**config.mk**
```make
export PLATFORM = sky130hd
export DESIGN_NAME = dac_channel_regbank
export DESIGN_NICKNAME = d
export VERILOG_FILES = /design/src/rtl/dac_channel_regbank.sv
export SDC_FILE = /design/constraint.sdc
export NUM_CORES = 1
export LEC_CHECK = 0
export CORE_MARGIN = 8
export CORE_UTILIZATION = 60
export CTS_CLUSTER_SIZE = 8
export DETAILED_ROUTE_END_ITERATION = 16
export PLACE_DENSITY = 0.88
export SYNTH_ARGS = -nofsm -noshare
export SYNTH_HDL_FRONTEND = slang
export SYNTH_SLANG_ARGS = --single-unit
```
**constraint.sdc**
```tcl
create_clock -name clk -period 12.99 [get_ports clk]
set_input_delay 3.2475 -clock clk [delete_from_list [all_inputs] [get_ports clk]]
set_output_delay 3.2475 -clock clk [all_outputs]
set_load 0.01 [all_outputs]
```
**src/rtl/dac_channel_regbank.sv**
```systemverilog
// -----------------------------------------------------------------------------
// dac_channel_regbank
//
// APB register bank for NUM_CH DAC channels. Each channel owns a 256-byte
// window at paddr[11:8] == channel; window 0xF holds the global registers.
// Gain, offset, mux and DDS step are double-buffered: APB writes land in the
// shadow copy and all channels move shadow -> active together, either as soon
// as COMMIT is written (SYNC_MODE=0) or on the next update_sync frame tick
// (SYNC_MODE=1). Filter coefficients for every channel go through one shared
// FIFO that drains over a valid/ready handshake.
//
// Optional feature (compile-time macro DAC_REGBANK_STAT_SNAPSHOT_EN):
//   defined   - CTRL.SNAP latches every channel's statistics into snapshot
//               registers and statistic reads return the snapshot.
//   undefined - SNAP is ignored and statistic reads return the live inputs.
//
// Ports:
//   clk, reset            clock; synchronous active-high reset
//   i_psel .. i_pwdata    APB request (paddr[11:2] decoded)
//   o_prdata, o_pready,
//   o_pslverr             APB response (combinational, zero wait states)
//   i_update_sync         frame tick for synchronous commits
//   o_gain, o_offset,
//   o_mux, o_dds_step     active per-channel values, channel n at [W*n +: W]
//   o_dds_cfg, o_dds_cfg_ce  DDS config and one-cycle per-channel write strobe
//   o_filter_cfg_*        coefficient FIFO head (din, ch, valid) / i_filter_cfg_ready
//   i_stat_min/max/count  live per-channel statistics
// -----------------------------------------------------------------------------
module dac_channel_regbank #(
  parameter int unsigned NUM_CH     = 2,
  parameter int unsigned COEF_DEPTH = 16,
  localparam int unsigned LVL_W     = $clog2(COEF_DEPTH) + 1
) (
  input  logic                   clk,
  input  logic                   reset,
  input  logic                   i_psel,
  input  logic                   i_penable,
  input  logic                   i_pwrite,
  input  logic [31:0]            i_paddr,
  input  logic [31:0]            i_pwdata,
  output logic [31:0]            o_prdata,
  output logic                   o_pready,
  output logic                   o_pslverr,
  input  logic                   i_update_sync,
  output logic [NUM_CH*16-1:0]   o_gain,
  output logic [NUM_CH*16-1:0]   o_offset,
  output logic [NUM_CH*3-1:0]    o_mux,
  output logic [NUM_CH*32-1:0]   o_dds_step,
  output logic [NUM_CH*8-1:0]    o_dds_cfg,
  output logic [NUM_CH-1:0]      o_dds_cfg_ce,
  output logic [24:0]            o_filter_cfg_din,
  output logic [3:0]             o_filter_cfg_ch,
  output logic                   o_filter_cfg_valid,
  input  logic                   i_filter_cfg_ready,
  input  logic [NUM_CH*8-1:0]    i_stat_min,
  input  logic [NUM_CH*8-1:0]    i_stat_max,
  input  logic [NUM_CH*32-1:0]   i_stat_count
);

  localparam int unsigned AW = $clog2(COEF_DEPTH);

  // ---------------------------------------------------------------------------
  // State
  // ---------------------------------------------------------------------------
  logic [NUM_CH*16-1:0] r_gain_sh, r_gain_act;
  logic [NUM_CH*16-1:0] r_offset_sh, r_offset_act;
  logic [NUM_CH*3-1:0]  r_mux_sh, r_mux_act;
  logic [NUM_CH*32-1:0] r_step_sh, r_step_act;
  logic [NUM_CH*8-1:0]  r_dds_cfg;
  logic [NUM_CH-1:0]    r_dds_cfg_ce;
  logic                 r_sync_mode;
  logic                 r_pending;
  logic [1:0]           r_err;

  logic [28:0]          r_mem [COEF_DEPTH];
  logic [AW-1:0]        r_wptr, r_rptr;
  logic [LVL_W-1:0]     r_level;

  // ---------------------------------------------------------------------------
  // Address decode
  // ---------------------------------------------------------------------------
  logic       w_acc, w_wr, w_rd;
  logic [3:0] w_ch;
  logic [7:0] w_off;
  logic       w_is_ch, w_is_glb;
  logic       w_ch_off_ok, w_ch_off_ro;
  logic       w_glb_off_ok;
  logic       w_unmapped, w_ro_err, w_ovf, w_pslverr, w_wr_ok;
  logic       w_unused_addr;

  assign w_acc    = i_psel & i_penable;
  assign w_wr     = w_acc & i_pwrite;
  assign w_rd     = w_acc & ~i_pwrite;
  assign w_ch     = i_paddr[11:8];
  assign w_off    = {i_paddr[7:2], 2'b00};
  assign w_is_ch  = ({28'd0, w_ch} < NUM_CH);
  assign w_is_glb = (w_ch == 4'hF);
  assign w_unused_addr = ^{i_paddr[31:12], i_paddr[1:0]};

  always_comb begin
    w_ch_off_ok = 1'b0;
    w_ch_off_ro = 1'b0;
    case (w_off)
      8'h00, 8'h04, 8'h0C, 8'h14, 8'h18: w_ch_off_ok = 1'b1;
      8'h20, 8'h24, 8'h2C: begin
        w_ch_off_ok = 1'b1;
        w_ch_off_ro = 1'b1;
      end
      default: ;
    endcase
  end

  assign w_glb_off_ok = (w_off == 8'h00) || (w_off == 8'h04) ||
                        (w_off == 8'h08) || (w_off == 8'h0C);

  // ---------------------------------------------------------------------------
  // Coefficient FIFO control
  // ---------------------------------------------------------------------------
  logic        w_valid, w_full, w_pop, w_push, w_coef_req;
  logic [28:0] w_head;

  assign w_valid    = (r_level != '0);
  assign w_full     = (r_level == LVL_W'(COEF_DEPTH));
  assign w_pop      = w_valid & i_filter_cfg_ready;
  assign w_coef_req = w_wr & w_is_glb & (w_off == 8'h08);
  // A pop in the same cycle frees a slot, so a push against a full FIFO is
  // only an overflow when nothing is leaving.
  assign w_ovf      = w_coef_req & w_full & ~w_pop;
  assign w_push     = w_coef_req & ~w_ovf;
  assign w_head     = r_mem[r_rptr];

  // ---------------------------------------------------------------------------
  // Error response
  // ---------------------------------------------------------------------------
  assign w_unmapped = w_acc & ~((w_is_ch & w_ch_off_ok) | (w_is_glb & w_glb_off_ok));
  assign w_ro_err   = w_wr & ((w_is_ch & w_ch_off_ro) | (w_is_glb & (w_off == 8'h04)));
  assign w_pslverr  = w_unmapped | w_ro_err | w_ovf;
  assign w_wr_ok    = w_wr & ~w_pslverr;

  // ---------------------------------------------------------------------------
  // Global control and commit sequencing
  // ---------------------------------------------------------------------------
  logic w_ctrl_wr, w_err_wr, w_commit_req, w_mode_next, w_apply, w_pending_d;

  assign w_ctrl_wr    = w_wr_ok & w_is_glb & (w_off == 8'h00);
  assign w_err_wr     = w_wr_ok & w_is_glb & (w_off == 8'h0C);
  assign w_commit_req = w_ctrl_wr & i_pwdata[0];
  // The CTRL write that carries COMMIT also decides which mode it runs in.
  assign w_mode_next  = w_ctrl_wr ? i_pwdata[1] : r_sync_mode;

  always_comb begin
    w_apply     = 1'b0;
    w_pending_d = r_pending;
    if (w_commit_req) begin
      // update_sync in the COMMIT cycle is deliberately not considered.
      if (w_mode_next) begin
        w_pending_d = 1'b1;
      end else begin
        w_apply     = 1'b1;
        w_pending_d = 1'b0;
      end
    end else if (r_pending && (!w_mode_next || i_update_sync)) begin
      // Either the frame tick arrived or SYNC_MODE was dropped while waiting.
      w_apply     = 1'b1;
      w_pending_d = 1'b0;
    end
  end

  // ---------------------------------------------------------------------------
  // Statistics source (live or snapshot)
  // ---------------------------------------------------------------------------
  logic [NUM_CH*8-1:0]  w_stat_min, w_stat_max;
  logic [NUM_CH*32-1:0] w_stat_count;

`ifdef DAC_REGBANK_STAT_SNAPSHOT_EN
  logic [NUM_CH*8-1:0]  r_snap_min, r_snap_max;
  logic [NUM_CH*32-1:0] r_snap_count;

  always_ff @(posedge clk) begin
    if (reset) begin
      r_snap_min   <= '0;
      r_snap_max   <= '0;
      r_snap_count <= '0;
    end else if (w_ctrl_wr && i_pwdata[2]) begin
      r_snap_min   <= i_stat_min;
      r_snap_max   <= i_stat_max;
      r_snap_count <= i_stat_count;
    end
  end

  assign w_stat_min   = r_snap_min;
  assign w_stat_max   = r_snap_max;
  assign w_stat_count = r_snap_count;
`else
  assign w_stat_min   = i_stat_min;
  assign w_stat_max   = i_stat_max;
  assign w_stat_count = i_stat_count;
`endif

  // ---------------------------------------------------------------------------
  // Register updates
  // ---------------------------------------------------------------------------
  always_ff @(posedge clk) begin
    if (reset) begin
      r_gain_sh    <= '0;
      r_gain_act   <= '0;
      r_offset_sh  <= '0;
      r_offset_act <= '0;
      r_mux_sh     <= '0;
      r_mux_act    <= '0;
      r_step_sh    <= '0;
      r_step_act   <= '0;
      r_dds_cfg    <= '0;
      r_dds_cfg_ce <= '0;
      r_sync_mode  <= 1'b0;
      r_pending    <= 1'b0;
      r_err        <= '0;
    end else begin
      r_dds_cfg_ce <= '0;
      for (int unsigned c = 0; c < NUM_CH; c++) begin
        if (w_wr_ok && w_is_ch && (w_ch == 4'(c))) begin
          case (w_off)
            8'h00: r_gain_sh[16*c +: 16]   <= i_pwdata[15:0];
            8'h04: r_offset_sh[16*c +: 16] <= i_pwdata[15:0];
            8'h0C: r_mux_sh[3*c +: 3]      <= i_pwdata[2:0];
            8'h14: begin
              r_dds_cfg[8*c +: 8] <= i_pwdata[7:0];
              r_dds_cfg_ce[c]     <= 1'b1;
            end
            8'h18: r_step_sh[32*c +: 32]   <= i_pwdata;
            default: ;
          endcase
        end
      end
      if (w_apply) begin
        r_gain_act   <= r_gain_sh;
        r_offset_act <= r_offset_sh;
        r_mux_act    <= r_mux_sh;
        r_step_act   <= r_step_sh;
      end
      if (w_ctrl_wr) r_sync_mode <= i_pwdata[1];
      r_pending <= w_pending_d;
      r_err <= (r_err & ~(w_err_wr ? i_pwdata[1:0] : 2'b00)) | {w_ovf, w_unmapped};
    end
  end

  // FIFO storage carries no reset; the head is masked while empty.
  always_ff @(posedge clk) begin
    if (w_push) r_mem[r_wptr] <= {i_pwdata[31:28], i_pwdata[24:0]};
  end

  always_ff @(posedge clk) begin
    if (reset) begin
      r_wptr  <= '0;
      r_rptr  <= '0;
      r_level <= '0;
    end else begin
      if (w_push) r_wptr <= r_wptr + 1'b1;
      if (w_pop)  r_rptr <= r_rptr + 1'b1;
      case ({w_push, w_pop})
        2'b10:   r_level <= r_level + 1'b1;
        2'b01:   r_level <= r_level - 1'b1;
        default: ;
      endcase
    end
  end

  // ---------------------------------------------------------------------------
  // Read mux
  // ---------------------------------------------------------------------------
  logic [31:0] w_rdata, w_status;

  always_comb begin
    w_status                = '0;
    w_status[0]             = r_pending;
    w_status[1]             = w_full;
    w_status[2]             = ~w_valid;
    w_status[8 +: LVL_W]    = r_level;
  end

  always_comb begin
    w_rdata = '0;
    if (w_is_ch) begin
      for (int unsigned c = 0; c < NUM_CH; c++) begin
        if (w_ch == 4'(c)) begin
          case (w_off)
            8'h00: w_rdata = {16'd0, r_gain_sh[16*c +: 16]};
            8'h04: w_rdata = {16'd0, r_offset_sh[16*c +: 16]};
            8'h0C: w_rdata = {29'd0, r_mux_sh[3*c +: 3]};
            8'h14: w_rdata = {24'd0, r_dds_cfg[8*c +: 8]};
            8'h18: w_rdata = r_step_sh[32*c +: 32];
            8'h20: w_rdata = {24'd0, w_stat_min[8*c +: 8]};
            8'h24: w_rdata = {24'd0, w_stat_max[8*c +: 8]};
            8'h2C: w_rdata = w_stat_count[32*c +: 32];
            default: ;
          endcase
        end
      end
    end else if (w_is_glb) begin
      case (w_off)
        8'h00: w_rdata = {30'd0, r_sync_mode, 1'b0};
        8'h04: w_rdata = w_status;
        8'h0C: w_rdata = {30'd0, r_err};
        default: ;
      endcase
    end
  end

  // ---------------------------------------------------------------------------
  // Outputs
  // ---------------------------------------------------------------------------
  assign o_prdata           = (w_rd && !w_pslverr) ? w_rdata : 32'd0;
  assign o_pready           = 1'b1;
  assign o_pslverr          = w_pslverr;
  assign o_gain             = r_gain_act;
  assign o_offset           = r_offset_act;
  assign o_mux              = r_mux_act;
  assign o_dds_step         = r_step_act;
  assign o_dds_cfg          = r_dds_cfg;
  assign o_dds_cfg_ce       = r_dds_cfg_ce;
  assign o_filter_cfg_valid = w_valid;
  assign o_filter_cfg_din   = w_valid ? w_head[24:0]  : 25'd0;
  assign o_filter_cfg_ch    = w_valid ? w_head[28:25] : 4'd0;

endmodule

```
==> impl_metrics.py, run 1 <==
metrics = {
    "clocking": {
        "clockRootBuffer": "clkbuf_16",
        "clock_latency_ps": 680,
        "cts-resized-gates": 0,
        "cts_setup_buffers": 0,
        "numCtsBuffers": 106,
        "path_clk_slew_ps": 40,
        "cts_max_level": 3,
        "cts_hold_buf": 0,
        "clockBufferDepth": 3,
        "cts_tree": "built",
        "cts.sinks": 771,
    },
    "layout": {
        "final_common_cell": "nand2_1",
        "layout_common_cells": "588 x nand2_1, 464 x edfxtp_1, 357 x clkdlybuf4s50_1, 303 x dfxtp_1, 293 x a21oi_1",
        "final_util_pct": 75.2,
        "nets": 2877,
        "synthToLayoutAreaGrowth_pct": 23.8,
        "ff_latch_area_sq_um": 20100,
        "fillers": 2898,
        "multi_input_area_sq_um": 9750,
        "drive_gt1_share_pct": 13.1,
        "fin_cells": 3432,
    },
    "route": {
        "drc": 0,
        "dr.pass1.iters": 9,
        "drtIter0Drc": 3688,
        "viasPerCell": 6.77,
        "num_vias": 23236,
        "routed_wl_um": 106000,
        "ant_nets": 0,
        "route.detailed.wl_per_inst_um": 31.0,
    },
    "grt": {
        "grt_usage_pct": 35.9,
        "grt_pass1_vias": 22988,
        "grt_max_degree": 140,
        "antenna_found_initial": 5,
        "grt-ovfl-total": 0,
        "grt_pass1_wl_um": 152000,
    },
    "floorplanning": {
        "boundaryPins": 383,
        "die-area_sq_um": 58300,
        "die_h_um": 241,
        "start_util_pct": 60.7,
        "core_sq_um": 50200,
        "rows": 82,
        "die_width_um": 241,
    },
    "placed_design": {
        "dpl.cell_count": 3265,
        "post-dp-hpwl_um": 61600,
        "io_buffers": 359,
        "place.gp.congestion": 0.946,
    },
    "synthesis": {
        "synth_top_area_share_pct": 45.7,
        "netlist_top_cells_area": "edfxtp_1 46%, dfxtp_1 20%, mux4_2 11%, nand2_1 7.2%, a21oi_1 4.8%",
        "netlist_area_sq_um": 30500,
        "syn_nets": 2534,
        "async_flop_share_pct": 0,
        "avgSynthCellArea_sq_um": 12.9,
        "synth_cells": 2358,
        "dominantRegCellSynth": "edfxtp_1",
        "yosysTopAreaCell": "edfxtp_1",
        "ys_types": 55,
        "synth_edf_count": 464,
        "synth_seq_cells": 771,
        "yosysWarnings": 0,
        "ys_seq_area_share_pct": 65.9,
    },
    "timing": {
        "hold_violations": 0,
        "tightestPinTransition_ps": 1430,
        "min_period_ps": 10680,
        "setup_tns_ps": 0,
        "whs_ps": 451,
        "skew_ps": 42.4,
        "post-route-period-util_pct": 82.2,
        "rsz0062_at_grt": "false",
        "fmax_ghz": 0.0937,
        "finalSetupViolCount": 0,
        "slew_viol_final": 0,
        "relSlewSlack_pct": 4.13,
    },
    "setup_path": {
        "cpPeakStageDelay_ps": 840,
        "r2r_cells": 7,
        "path_delay_family": "simple AND/OR/NAND/NOR gates",
        "required_ps": 9740,
        "crit_path_start_kind": "input pin",
        "r2r-end": "r_mem[2][10]",
        "path_buf_inv": 3,
        "cp-end-kind": "output port",
        "cp_max_fo": 45,
        "critical_path_class": "input pin to output port",
        "ff2ff_setup_slack_ps": 9670,
        "rr_startpoint": "r_level[0]",
        "crit_chain": "clkdlybuf4s50_1 > or4b_2 > nor2_4 > buf_4 > a221oi_1 > and3_1 > nor4_1 > clkdlybuf4s50_1",
        "cp.arrival_ps": 7430,
        "cp_common_cell": "clkdlybuf4s50_1",
        "slowest_stage": "or4b_2",
    },
    "job": {
        "drv_cap": 0,
    },
    "run_status": {
        "outcome": "finished clean",
    },
    "worst_hold_path": {
        "hold_path.class": "flip-flop to flip-flop",
        "worstHoldPathCells": 2,
        "min_to": "o_dds_step[49]",
        "hp-start": "o_dds_step[49]",
    },
    "pwr": {
        "p_per_area_nw_per_um2": 159,
        "power_leakage_uw": 0.0117,
        "ir_drop_mv": 0.122,
    },
}
per-layer routing:
layer / GRT usage [%] / up-vias / share of wire (%)
li1: - / 9376 / -
met1: 43.0 / 11312 / 33
met2: 59.0 / 2103 / 48
met3: 8.87 / 441 / 12
met4: 20.6 / 4 / 7.0
met5: 0 / - / 0.025
worst reg2reg max path: stages (launching register included):
cell and delay (ps):
dfxtp_1 430, or4_1 220, nor3b_1 100, nor4b_2 260
buf_4 220, nand2_1 200, nor3_2 990, buf_4 530
registers in the layout, summed over array words and instances (netlist names), named ones only:
name / flops
o_dds_step: 64
o_offset: 32
r_pending: 1
r_level: 5
o_gain: 32
r_mem: 464
r_step_sh: 64
o_mux: 6
r_sync_mode: 1
r_mux_sh: 6
o_dds_cfg: 16
r_err: 2
r_wptr: 4
r_gain_sh: 32
o_dds_cfg_ce: 2
r_rptr: 4
r_offset_sh: 32
power by group:
| group | leakage, uW | total, uW | switching (uW) | internal [uW] |
|---|---|---|---|---|
| Clock | 0.00146 | 2590 | 1060 | 1530 |
| Sequential | 0.00664 | 2640 | 41.2 | 2600 |
| Combinational | 0.00361 | 764 | 378 | 386 |
| Total | 0.0117 | 6000 | 1480 | 4520 |
worst max-delay path by stage:
stage / from / end / slack [ps] / cells past startpoint
after global placement: i_paddr[4] / o_prdata[0] / 2550 / 8
after CTS: i_paddr[5] / o_prdata[0] / 2470 / 8
after floorplan: i_paddr[4] / o_prdata[0] / 4550 / 7
after detailed placement: i_paddr[4] / o_prdata[0] / 2520 / 8
final: i_paddr[5] / o_prdata[0] / 2310 / 8
after global routing: i_paddr[5] / o_prdata[0] / 2360 / 8
cells in the mapped netlist, types with 3 or more instances:
master	n
mux2_2	17
nor4_1	3
o211ai_1	3
or3_1	3
nand4_1	6
xnor2_1	5
nor2_1	63
inv_1	7
mux4_2	145
o21ai_0	15
a22oi_1	58
nand2b_1	6
a311oi_1	7
clkbuf_2	5
or4_1	3
mux2i_1	11
nor2b_1	4
nor3_1	15
and2_1	30
clkbuf_1	123
buf_1	13
nor3b_1	3
a221o_1	11
dfxtp_1	307
and3_1	5
a21o_1	3
nand2_1	588
a221oi_1	31
xor2_1	5
a41o_1	4
a31oi_1	3
a21oi_1	293
nand3_1	20
edfxtp_1	464
a211oi_1	17
buf_4	8
ha_1	8
buf_2	23
a22o_1	6
area by class of cell:
| type | count | share of cell area, % |
|---|---|---|
| multi-input combinational | 1407 | 25.8 |
| sequential | 771 | 53.3 |
| timing repair buffer | 408 | 10.5 |
| clock inverter | 7 | 0.494 |
| inverter | 7 | 0.0696 |
| clock buffer | 159 | 7.62 |
| tap | 672 | 2.23 |
| antenna | 1 | 0.00663 |
cell families (layout without fill, tap and decap cells):
logic type | after synthesis | count (layout) | synth area share, %
other cells | 1 | 2 | 0.0123
flops | 771 | 771 | 65.9
compound gates | 459 | 459 | 9.14
mux | 173 | 173 | 11.7
xor+xnor | 10 | 10 | 0.287
buf+inv | 180 | 581 | 2.46
fa+ha+maj | 9 | 9 | 0.394
simple gates | 755 | 755 | 10.1
per-stage QoR:
stage | instance area (sq um) | worst slack (ps) | total power (uW)
floorplan | 30500 | 4550 | 3100
global placement | 34700 | 2550 | 3400
detailed placement | 34700 | 2520 | 3430
CTS | 37700 | 2470 | 6010
global route | 37700 | 2360 | 6140
finish | 37700 | 2310 | 6000
Note: power is estimated with default switching activity, not from simulation.
==> inputs of run 2 (changes only) <==
- CORE_UTILIZATION: 60 -> 55
- PLACE_DENSITY: 0.88 -> 0.82
- clock period: 12.99 -> 10.45 ns (I/O delays scaled with it)
==> run 2 against run 1 <==
Compared with the run above:
- largest power group unchanged
- non-clock buffer count is 2 higher
- power increased by 23%
- sequential cell count unchanged
- count of clock-buffer cells in the layout unchanged
- core utilization decreased by 6.5 points
- wire length fell by 5.9%
- register-to-register slack lost 2700 ps
- clock skew fell by 2.1 ps
- sequential power up 25%
- largest cell class unchanged
- critical path depth unchanged
- first-iteration DRC count shrank 24%
- global-route usage fell by 5.1 points
==> impl_metrics.py, run 2 (synthesis gave the netlist of run 1 again) <==
metrics = {
    "layout": {
        "final_common_cell": "nand2_1",
        "fillers": 3619,
        "multi_input_area_sq_um": 9750,
        "synthToLayoutAreaGrowth_pct": 23.9,
        "finalInstanceArea_sq_um": 37800,
        "ff_latch_area_sq_um": 20100,
        "drive_gt1_share_pct": 13.1,
        "largest_reg_flops": 464,
        "regMostFlops": "r_mem",
        "layout_common_cells": "588 x nand2_1, 464 x edfxtp_1, 357 x clkdlybuf4s50_1, 303 x dfxtp_1, 293 x a21oi_1",
        "nets": 2879,
    },
    "floorplanning": {
        "start_util_pct": 55.4,
        "core_sq_um": 55000,
        "die-area_sq_um": 63200,
        "rows": 86,
        "die_h_um": 251,
        "boundaryPins": 383,
        "die_width_um": 251,
    },
    "setup_path": {
        "cp_max_fo": 19,
        "cp-end-kind": "output port",
        "crit_chain": "clkdlybuf4s50_1 > nor2_1 > buf_4 > a22oi_1 > o21ai_0 > nor2_1 > a311oi_1 > clkdlybuf4s50_1",
        "cp-startpoint": "i_paddr[3]",
        "ff2ff_setup_slack_ps": 6980,
        "path_buf_inv": 3,
        "slowest_stage": "clkdlybuf4s50_1",
        "r2r-end": "r_level[4]",
        "worst-path-stages": 8,
        "cp.arrival_ps": 6810,
        "path_delay_family": "buffers and inverters",
        "crit_path_end": "o_prdata[7]",
        "r2r_cells": 10,
        "crit_path_start_kind": "input pin",
        "required_ps": 7840,
        "cpPeakStageDelay_ps": 970,
        "rr_startpoint": "r_level[0]",
        "critical_path_class": "input pin to output port",
    },
    "pwr": {
        "p_per_area_nw_per_um2": 195,
        "ir_drop_mv": 0.124,
        "p_comb_share_pct": 12.6,
        "p_total_uw": 7360,
        "power_leakage_uw": 0.0117,
        "p_int_uw": 5590,
        "switching_share_pct": 24.1,
        "net-switching-power_uw": 1770,
        "pwr-share-seq_pct": 44.8,
        "clockPowerShare_pct": 42.7,
    },
    "grt": {
        "grt_max_degree": 181,
        "use_met1_pct": 36.3,
        "top_usage_layer": "met2",
        "grt_pass1_wl_um": 146000,
        "grt.met2_usage_pct": 51.1,
        "grt_pass1_vias": 22615,
        "grt_usage_pct": 30.8,
        "grt-ovfl-total": 0,
        "antenna_found_initial": 1,
        "use_met3_pct": 9.25,
    },
    "timing": {
        "slew_viol_final": 0,
        "tightestPinTransition_ps": 1360,
        "finalSetupViolCount": 0,
        "rsz0062_at_grt": "false",
        "min_period_ps": 9420,
        "fmax_ghz": 0.106,
        "setup_tns_ps": 0,
        "hold_violations": 0,
        "skew_ps": 40.3,
        "whs_ps": 452,
        "layout_setup_ws_ps": 1030,
        "post-route-period-util_pct": 90.2,
        "relSlewSlack_pct": 9.17,
    },
    "route": {
        "drc": 0,
        "dr.pass1.iters": 8,
        "route.detailed.wl_per_inst_um": 28.5,
        "num_vias": 22375,
        "viasPerCell": 6.37,
        "routed_wl_um": 100000,
        "ant_nets": 0,
        "drtIter0Drc": 2789,
    },
    "job": {
        "drv_cap": 0,
    },
    "clocking": {
        "clockBufferDepth": 3,
        "path_clk_slew_ps": 50,
        "cts-resized-gates": 0,
        "cts_tree": "built",
        "cts_setup_buffers": 0,
        "cts_max_level": 3,
        "clock_latency_ps": 670,
        "cts_hold_buf": 0,
        "clockRootBuffer": "clkbuf_16",
        "numCtsBuffers": 106,
        "cts.sinks": 771,
    },
    "run_status": {
        "outcome": "finished clean",
    },
    "placed_design": {
        "post-dp-hpwl_um": 61500,
        "io_buffers": 359,
        "placedInstanceArea_sq_um": 34800,
        "place.gp.congestion": 0.941,
        "preCtsSetupSlack_ps": 1280,
    },
    "worst_hold_path": {
        "hold_path.class": "flip-flop to flip-flop",
    },
}
run 2: worst min path at each step:
stage	to	slack [ps]	startpoint	depth (start not counted)
floorplan	r_err[0]	430	r_err[0]	2
global placement	r_err[0]	440	r_err[0]	2
detailed placement	r_err[0]	450	r_err[0]	2
CTS	r_err[0]	450	r_err[0]	2
global route	o_dds_step[9]	470	o_dds_step[9]	2
finish	o_offset[19]	450	o_offset[19]	2
run 2: power by group through the flow:
stage | logic (uW) | clock network, uW | registers, uW
final | 924 | 3140 | 3290
after global routing | 970 | 3280 | 3300
after CTS | 931 | 3160 | 3300
after detailed placement | 912 | 0 | 3350
after global placement | 878 | 0 | 3350
after floorplan | 556 | 0 | 3300
run 2: worst register-to-register path, cell delays in order, from the launching register on:
cell and delay (ps):
dfxtp_1 360, or4_1 620, o21ai_0 620, a31o_2 270
inv_1 110, ha_1 350, nor2b_1 210, o21ai_0 130
nand2b_1 130, mux2i_1 210, mux2_2 350
run 2: final cells by class:
class,instances,area share (%)
antenna,2,0.0133
tap,748,2.48
clock inverter,7,0.315
inverter,7,0.0696
sequential,771,53.2
timing repair buffer,410,10.5
multi-input combinational,1407,25.8
clock buffer,159,7.61
run 2: stage by stage:
step	util [%]	cells
after floorplan	-	2358
after global placement	63.2	3343
after detailed placement	63.2	3343
after CTS	68.7	3509
after global routing	68.7	3509
final	68.7	3511
run 2: metal layers:
metal,wire (um),up-vias
met2,48300,1648
met4,6040,2
li1,-,9375
met1,34300,10997
met3,11400,353
met5,7,-
